**config.mk**
```make
export PLATFORM = sky130hd
export DESIGN_NAME = register_file_sb
export DESIGN_NICKNAME = d
export VERILOG_FILES = /design/src/rtl/register_file_sb.sv
export SDC_FILE = /design/constraint.sdc
export NUM_CORES = 2
export LEC_CHECK = 0
export ABC_AREA = 1
export BUFFER_PORTS_ARGS = -buffer_cell sky130_fd_sc_hd__buf_2
export CORE_UTILIZATION = 35
export DETAILED_ROUTE_END_ITERATION = 10
export PLACE_DENSITY = 0.49
export SETUP_SLACK_MARGIN = 0.3
export SLEW_MARGIN = 20
export SYNTH_ARGS = -nofsm -noshare
export SYNTH_HDL_FRONTEND = slang
export SYNTH_SLANG_ARGS = --single-unit
```
**constraint.sdc**
```tcl
create_clock -name clk -period 47.7 [get_ports clk]
set_clock_uncertainty 0.05 [all_clocks]
set_input_delay 2.385 -clock clk [delete_from_list [all_inputs] [get_ports clk]]
set_output_delay 2.385 -clock clk [all_outputs]
set_load 0.03 [all_outputs]
```
**src/rtl/register_file_sb.sv**
```systemverilog
// Two-read/one-write flop register file with a per-register pending-write scoreboard.
// Optional write-to-read forwarding is compiled in when REGFILE_BYPASS_EN is defined.
module register_file_sb #(
  parameter int N        = 32,
  parameter int L        = 5,
  parameter int ZERO_REG = 1
) (
  input  logic         clk,
  input  logic         rst,
  input  logic         wr_ena,
  input  logic [L-1:0] wr_addr,
  input  logic [N-1:0] wr_data,
  input  logic         rsv_ena,
  input  logic [L-1:0] rsv_addr,
  input  logic [L-1:0] rd_addr0,
  input  logic [L-1:0] rd_addr1,
  output logic [N-1:0] rd_data0,
  output logic [N-1:0] rd_data1,
  output logic         busy0,
  output logic         busy1,
  output logic [L:0]   pending_count
);

  localparam int DEPTH = 1 << L;

  logic [N-1:0]     regs [DEPTH];
  logic [DEPTH-1:0] busy;
  logic [DEPTH-1:0] busy_next;
  logic             wr_hit;
  logic             rsv_hit;
  logic             cnt_inc;
  logic             cnt_dec;
  logic [L-1:0]     rd_addr [2];
  logic [N-1:0]     rd_data [2];
  logic [1:0]       rd_busy;
  logic [1:0]       fwd;

  function automatic logic is_zero(input logic [L-1:0] a);
    return (ZERO_REG != 0) && (a == '0);
  endfunction

  assign wr_hit  = wr_ena && !is_zero(wr_addr);
  assign rsv_hit = rsv_ena && !is_zero(rsv_addr);

  // Next scoreboard state; a reservation wins over a completion to the same register.
  always_comb begin
    cnt_inc = rsv_hit && !busy[rsv_addr];
    cnt_dec = wr_hit && busy[wr_addr] && !(rsv_hit && (rsv_addr == wr_addr));
    for (int i = 0; i < DEPTH; i++) begin
      busy_next[i] = (rsv_hit && (rsv_addr == L'(i))) ? 1'b1 :
                     (wr_hit  && (wr_addr  == L'(i))) ? 1'b0 : busy[i];
    end
  end

  // Storage, scoreboard and the running count of busy registers.
  always_ff @(posedge clk or posedge rst) begin
    if (rst) begin
      for (int i = 0; i < DEPTH; i++) begin
        regs[i] <= '0;
      end
      busy          <= '0;
      pending_count <= '0;
    end else begin
      if (wr_hit) begin
        regs[wr_addr] <= wr_data;
      end
      busy          <= busy_next;
      pending_count <= pending_count + (L+1)'(cnt_inc) - (L+1)'(cnt_dec);
    end
  end

  assign rd_addr[0] = rd_addr0;
  assign rd_addr[1] = rd_addr1;

  // Combinational read ports with optional same-cycle forwarding of the writeback.
  always_comb begin
    for (int k = 0; k < 2; k++) begin
`ifdef REGFILE_BYPASS_EN
      fwd[k] = wr_hit && (wr_addr == rd_addr[k]);
`else
      fwd[k] = 1'b0;
`endif
      rd_data[k] = fwd[k] ? wr_data :
                   (is_zero(rd_addr[k]) ? '0 : regs[rd_addr[k]]);
      rd_busy[k] = fwd[k] ? 1'b0 : busy[rd_addr[k]];
    end
  end

  assign rd_data0 = rd_data[0];
  assign rd_data1 = rd_data[1];
  assign busy0    = rd_busy[0];
  assign busy1    = rd_busy[1];

endmodule

```
==> Yosys cells after proc, flatten, opt, wreduce, memory -nomap -nowiden <==
Cells that the tools add are included.
{ "word_totals": {"regBits": 1062, "word_cells": 335, "inputBits": 56, "out_inout_bits": 72} }
{ "op_classes": {"n_addsub": 2, "n_reduce_logical": 111, "muxes": 83, "n_eq_ne": 63, "n_bitwise": 3, "n_lt_le_gt_ge": 8} }
{ "ops": {"columns": ["cell", "count"], "rows": [
  ["$bwmux 1024", 1],
  ["$bmux 32 s5", 2],
  ["$mux 32", 7],
  ["$demux 32 s5", 1],
  ["$eq 5x5->1 const B", 32],
  ["$eq 5x4->1 const B", 16],
  ["$logic_and 1x1->1", 71],
  ["$mux 1", 68],
  ["$reduce_bool 2->1", 32],
  ["$eq 5x3->1 const B", 8],
  ["$lt 5x6->1 const B", 4],
  ["$bmux 1 s5", 4],
  ["$eq 5x2->1 const B", 4],
  ["$logic_not 5->1", 4],
  ["$ge 6x6->1 const B", 3],
  ["$not 5->6", 3],
  ["$eq 5x1->1 const B", 2],
  ["$add 6x1->6", 1],
  ["$lt 6x1->1 const B", 1],
  ["$sub 6x1->6", 1],
  ["$eq 5x5->1", 1],
  ["$logic_not 1->1", 4]
]} }

==> Longest topological paths before layout <==
{ "logic_depth": {"ltp_word": 7, "mapped_depth": 19, "depth_no_buf": 18} }

==> Worst setup path before layout <==
OpenSTA, ideal clock, no wires.
{ "synth_path": {"kind": "input -> output", "startpoint": "in rd_addr1[0]", "endpoint": "out rd_data1[18]", "t_arrival_ps": 3885, "cell_stages": 12, "required_ps": 45265, "n_path_buf": 3, "path_slack_ps": 41380, "path_cell_list": "buf_2 clkinv_1 buf_2 clkbuf_1 nand2_1 nand3_1 nand3_1 nand2_1 nand2_1 nand3_1 nand2_1 nor2_1"} }
{ "synth_via": {"elab_chain_len": 5, "elab_cells_between_ends": 6, "classes_between": "mux: 4; bitwise: 1; reduce/logical: 1"} }
{ "synth_lines": {"columns": ["element", "line", "text"], "rows": [
  ["from (decl)", "16", "input logic [L-1:0] rd_addr1,"],
  ["$not 5->6 (not written as such)", "84", "(is_zero(rd_addr[k]) ? '0 : regs[rd_addr[k]]);"],
  ["$bmux 32 s5", "84", null],
  ["$mux 32 (not written as such) (2 in a row)", "84", null],
  ["$mux 32 *", "84", null],
  ["to (decl)", "18", "output logic [N-1:0] rd_data1,"]
]} }
Mark *: on every way between the ends. The rest lies on a longest branch, timed or not. The select of a mux whose other input is x is not followed.

==> Final worst setup path <==
{ "layout_path": {"startpoint": "in rd_addr1[0]", "endpoint": "out rd_data1[17]"} }
Same word-level chain as after synthesis.

==> impl_metrics.ini <==
[status]
status = complete, no violations

[routing]
drtIter0Drc = 7898
detail-route-antenna-nets = 0
drc = 0
vias = 62310
firstDrtPassIters = 8
routed_wirelength_mm = 276.3
viasPerCell = 5.632
wl_per_cell_um = 24.98

[timing]
rsz0062_at_grt = no
fin_crit_sh_pct = 18.77
fin_tns_setup_ns = 0
slew_headroom_pct = 25.83
final_max_slew_viol_count = 0
finalWorstPathRequiredPeriod_ns = 8.953
worstMarginPinSlew_ns = 1.113
setup_violations = 0
fmax_mhz = 111.7
finalHoldViolCount = 0

[logic_synthesis]
yosys_warnings = 0
yosys.cell_types.count = 30
synth-seq-cells = 1062
avgSynthCellArea_um2 = 6.687
yosysSeqAreaShare_pct = 43.62
syn_inst = 9111
syn_nets = 9174
syn_area_um2 = 60930

[clock_tree]
cts_root_buf = clkbuf_16
cts_resized = 0
clock_latency_ns = 0.77
clock_sinks = 1062
post_cts_buffers = 0
cts.clk_slew.worst_paths_ns = 0.06
htreeDepth = 4
cts_inserted_buffers = 133
ctsHoldBuffers = 0
clock_path_buffers = 3
cts_tree = built

[floorplanning]
die_x_um = 419.2
die_height_um = 419.2
initial_core_util_pct = 35.36
num_rows = 152
num_io_pins = 128
core_area_um2 = 172300
dieArea_um2 = 175800

[setup_path]
r2r-end = pending_count[4]$_DFF_PP0_
critPathMostFrequentCell = buf_4
reg2reg_depth = 15
path_class = in -> out
worst-path-buf-inv = 5
slowest_delay_ns = 0.93
cp_max_fo = 97
required_ns = 45.26
cp-startpoint = rd_addr1[0]
path_delay_family = buffers and inverters
path_cells = buf_8 -> inv_8 -> buf_4 -> buf_4 -> nand3_2 -> nand2_1 -> nor2_1 -> buf_2
cp.depth = 8
reg2reg_from = busy[8]$_DFFE_PP0P_
cpMaxStageDelayCell = nand3_2
crit_path_start_kind = input port
critPathCapture = rd_data1[17]
rrSetupSlack_ns = 44.99
crit_arrival_ns = 6.52
endpoint_kind = output port

[place]
post-dp-hpwl_mm = 147.1
gp_congestion = 0.8999
io_buffers = 127
dp.cells = 10810

[global_routing]
grt_pass1_wl_mm = 406.6
grt_max_degree = 174
globalRoute.totalOverflow = 0
antenna_found_initial = 28
grt_usage_pct = 31.08
grt_pass1_vias = 58390

[cells_and_area]
drive_gt1_share_pct = 5.702
nNetsFinal = 8695
finalNonFillerCells = 11060
num-fill-cells = 18470
area_growth_pct = 9.514

[power]
power.leakage_nw = 31.73
power.density_nw_per_um2 = 42.28
power_mw = 2.821
ir_drop_mv = 0.02871

[flow_run]
cap_violations = 0

[worst_hold_path]
hold_class = reg -> reg
synth_stat cells (all sizes together):
master	number	area, um2
nand2	3968	14890
inv	159	599.3
clkinv	8	30.03
a32o	3	30.03
nor2	207	882.1
a22o	9	78.83
clkbuf	530	1996
xor2	6	52.55
ha	6	75.07
o21ai	1163	5821
xnor2	2	17.52
dfrtp	1062	26580
nor3	3	15.01
o211ai	2	15.01
buf	313	1463
a22oi	1	7.510
fa	1	20.02
nand4	4	25.02
nand3	1463	7327
a21oi	201	1006
cells by family after synthesis:
logic type / after synthesis / synth area share [%]
buffers and inverters: 1010 / 6.709
xor gates and xnor gates: 8 / 0.1150
adders and majority gates: 7 / 0.1561
AOI/OAI and AO/OA: 1379 / 11.42
and+or+nand+nor: 5645 / 37.98
DFF: 1062 / 43.62
metrics by stage:
| stage | instance area (um2) | utilization [%] | hold slack, ns | setup WS (ns) |
|---|---|---|---|---|
| global placement | 62240 | 36.12 | 0.3365 | 38.92 |
| finish | 66730 | 38.73 | 0.3477 | 38.75 |
| global route | 66710 | 38.72 | 0.3613 | 38.57 |
| CTS | 66660 | 38.69 | 0.3512 | 38.91 |
| detailed placement | 62240 | 36.12 | 0.3381 | 38.92 |
| floorplan | 60930 | - | 0.4005 | 15.37 |
worst register-to-register path: cells and delay by family, from the launching register on:
| family | cells | cell delay [ns] |
|---|---|---|
| AOI/OAI and AO/OA | 2 | 0.29 |
| adders and majority gates | 3 | 0.95 |
| and+or+nand+nor | 7 | 0.59 |
| DFF | 1 | 0.41 |
| buffers and inverters | 2 | 0.16 |
| xor gates and xnor gates | 1 | 0.14 |
final cells by class:
class / count / area [um2] / share of cell area [%]
diodes: 18 / 45.04 / 0.06750
clock buffers: 206 / 4050 / 6.070
clock inverters: 31 / 372.9 / 0.5588
inverters: 167 / 689.4 / 1.033
multi-input cells: 7039 / 30520 / 45.74
flip-flops and latches: 1062 / 26580 / 39.83
well taps: 2310 / 2890 / 4.332
repair buffers: 229 / 1584 / 2.374
state kept, by name, summed over array words and instances (netlist names):
| signal | count |
|---|---|
| regs | 1024 |
| pending_count | 6 |
| busy | 32 |
report_power, final:
part / switching [mW] / internal, mW / total (mW)
Clock: 0.429 / 0.617 / 1.05
Sequential: 0.133 / 1.07 / 1.20
Combinational: 0.386 / 0.187 / 0.573
cell usage in the layout, fill, tap and decap left out, types with 2 or more instances in the layout:
cell type,n
a21oi_1,201
a22o_1,9
a32o_1,3
buf_12,10
buf_2,119
buf_4,94
buf_6,2
buf_8,4
bufinv_16,6
clkbuf_1,35
clkbuf_16,139
clkbuf_8,32
clkinv_1,3
clkinv_2,15
clkinv_8,4
dfrtp_1,1062
diode_2,18
ha_1,6
inv_1,143
inv_2,11
inv_4,2
inv_6,7
inv_8,7
nand2_1,3950
nand2_2,2
nand2_4,16
nand3_1,1454
nand3_4,8
nand4_1,4
nor2_1,188
nor2_2,2
nor2_4,17
nor3_1,3
o211ai_1,2
o21ai_0,1008
o21ai_1,155
xnor2_1,2
xor2_1,6
worst min-delay path by stage:
stage,startpoint,to,slack (ns),cells after the start
after detailed placement,regs[1009]$_DFFE_PP0P_,regs[1009]$_DFFE_PP0P_,0.34,0
after global routing,regs[1009]$_DFFE_PP0P_,regs[1009]$_DFFE_PP0P_,0.36,0
after CTS,regs[1009]$_DFFE_PP0P_,regs[1009]$_DFFE_PP0P_,0.35,0
after floorplan,busy[0]$_DFFE_PP0P_,busy[0]$_DFFE_PP0P_,0.40,1
after global placement,regs[1010]$_DFFE_PP0P_,regs[1010]$_DFFE_PP0P_,0.34,0
final,regs[1009]$_DFFE_PP0P_,regs[1009]$_DFFE_PP0P_,0.35,0
routing by layer:
layer	up-vias	global-route usage [%]	share of wire, %
met4	8	13.39	4.2
li1	28540	-	-
met1	30260	41.50	42
met2	2941	49.65	45
met3	565	4.971	8.1
met5	-	0	0.018
No activity file was read; power rests on OpenSTA's default activity.
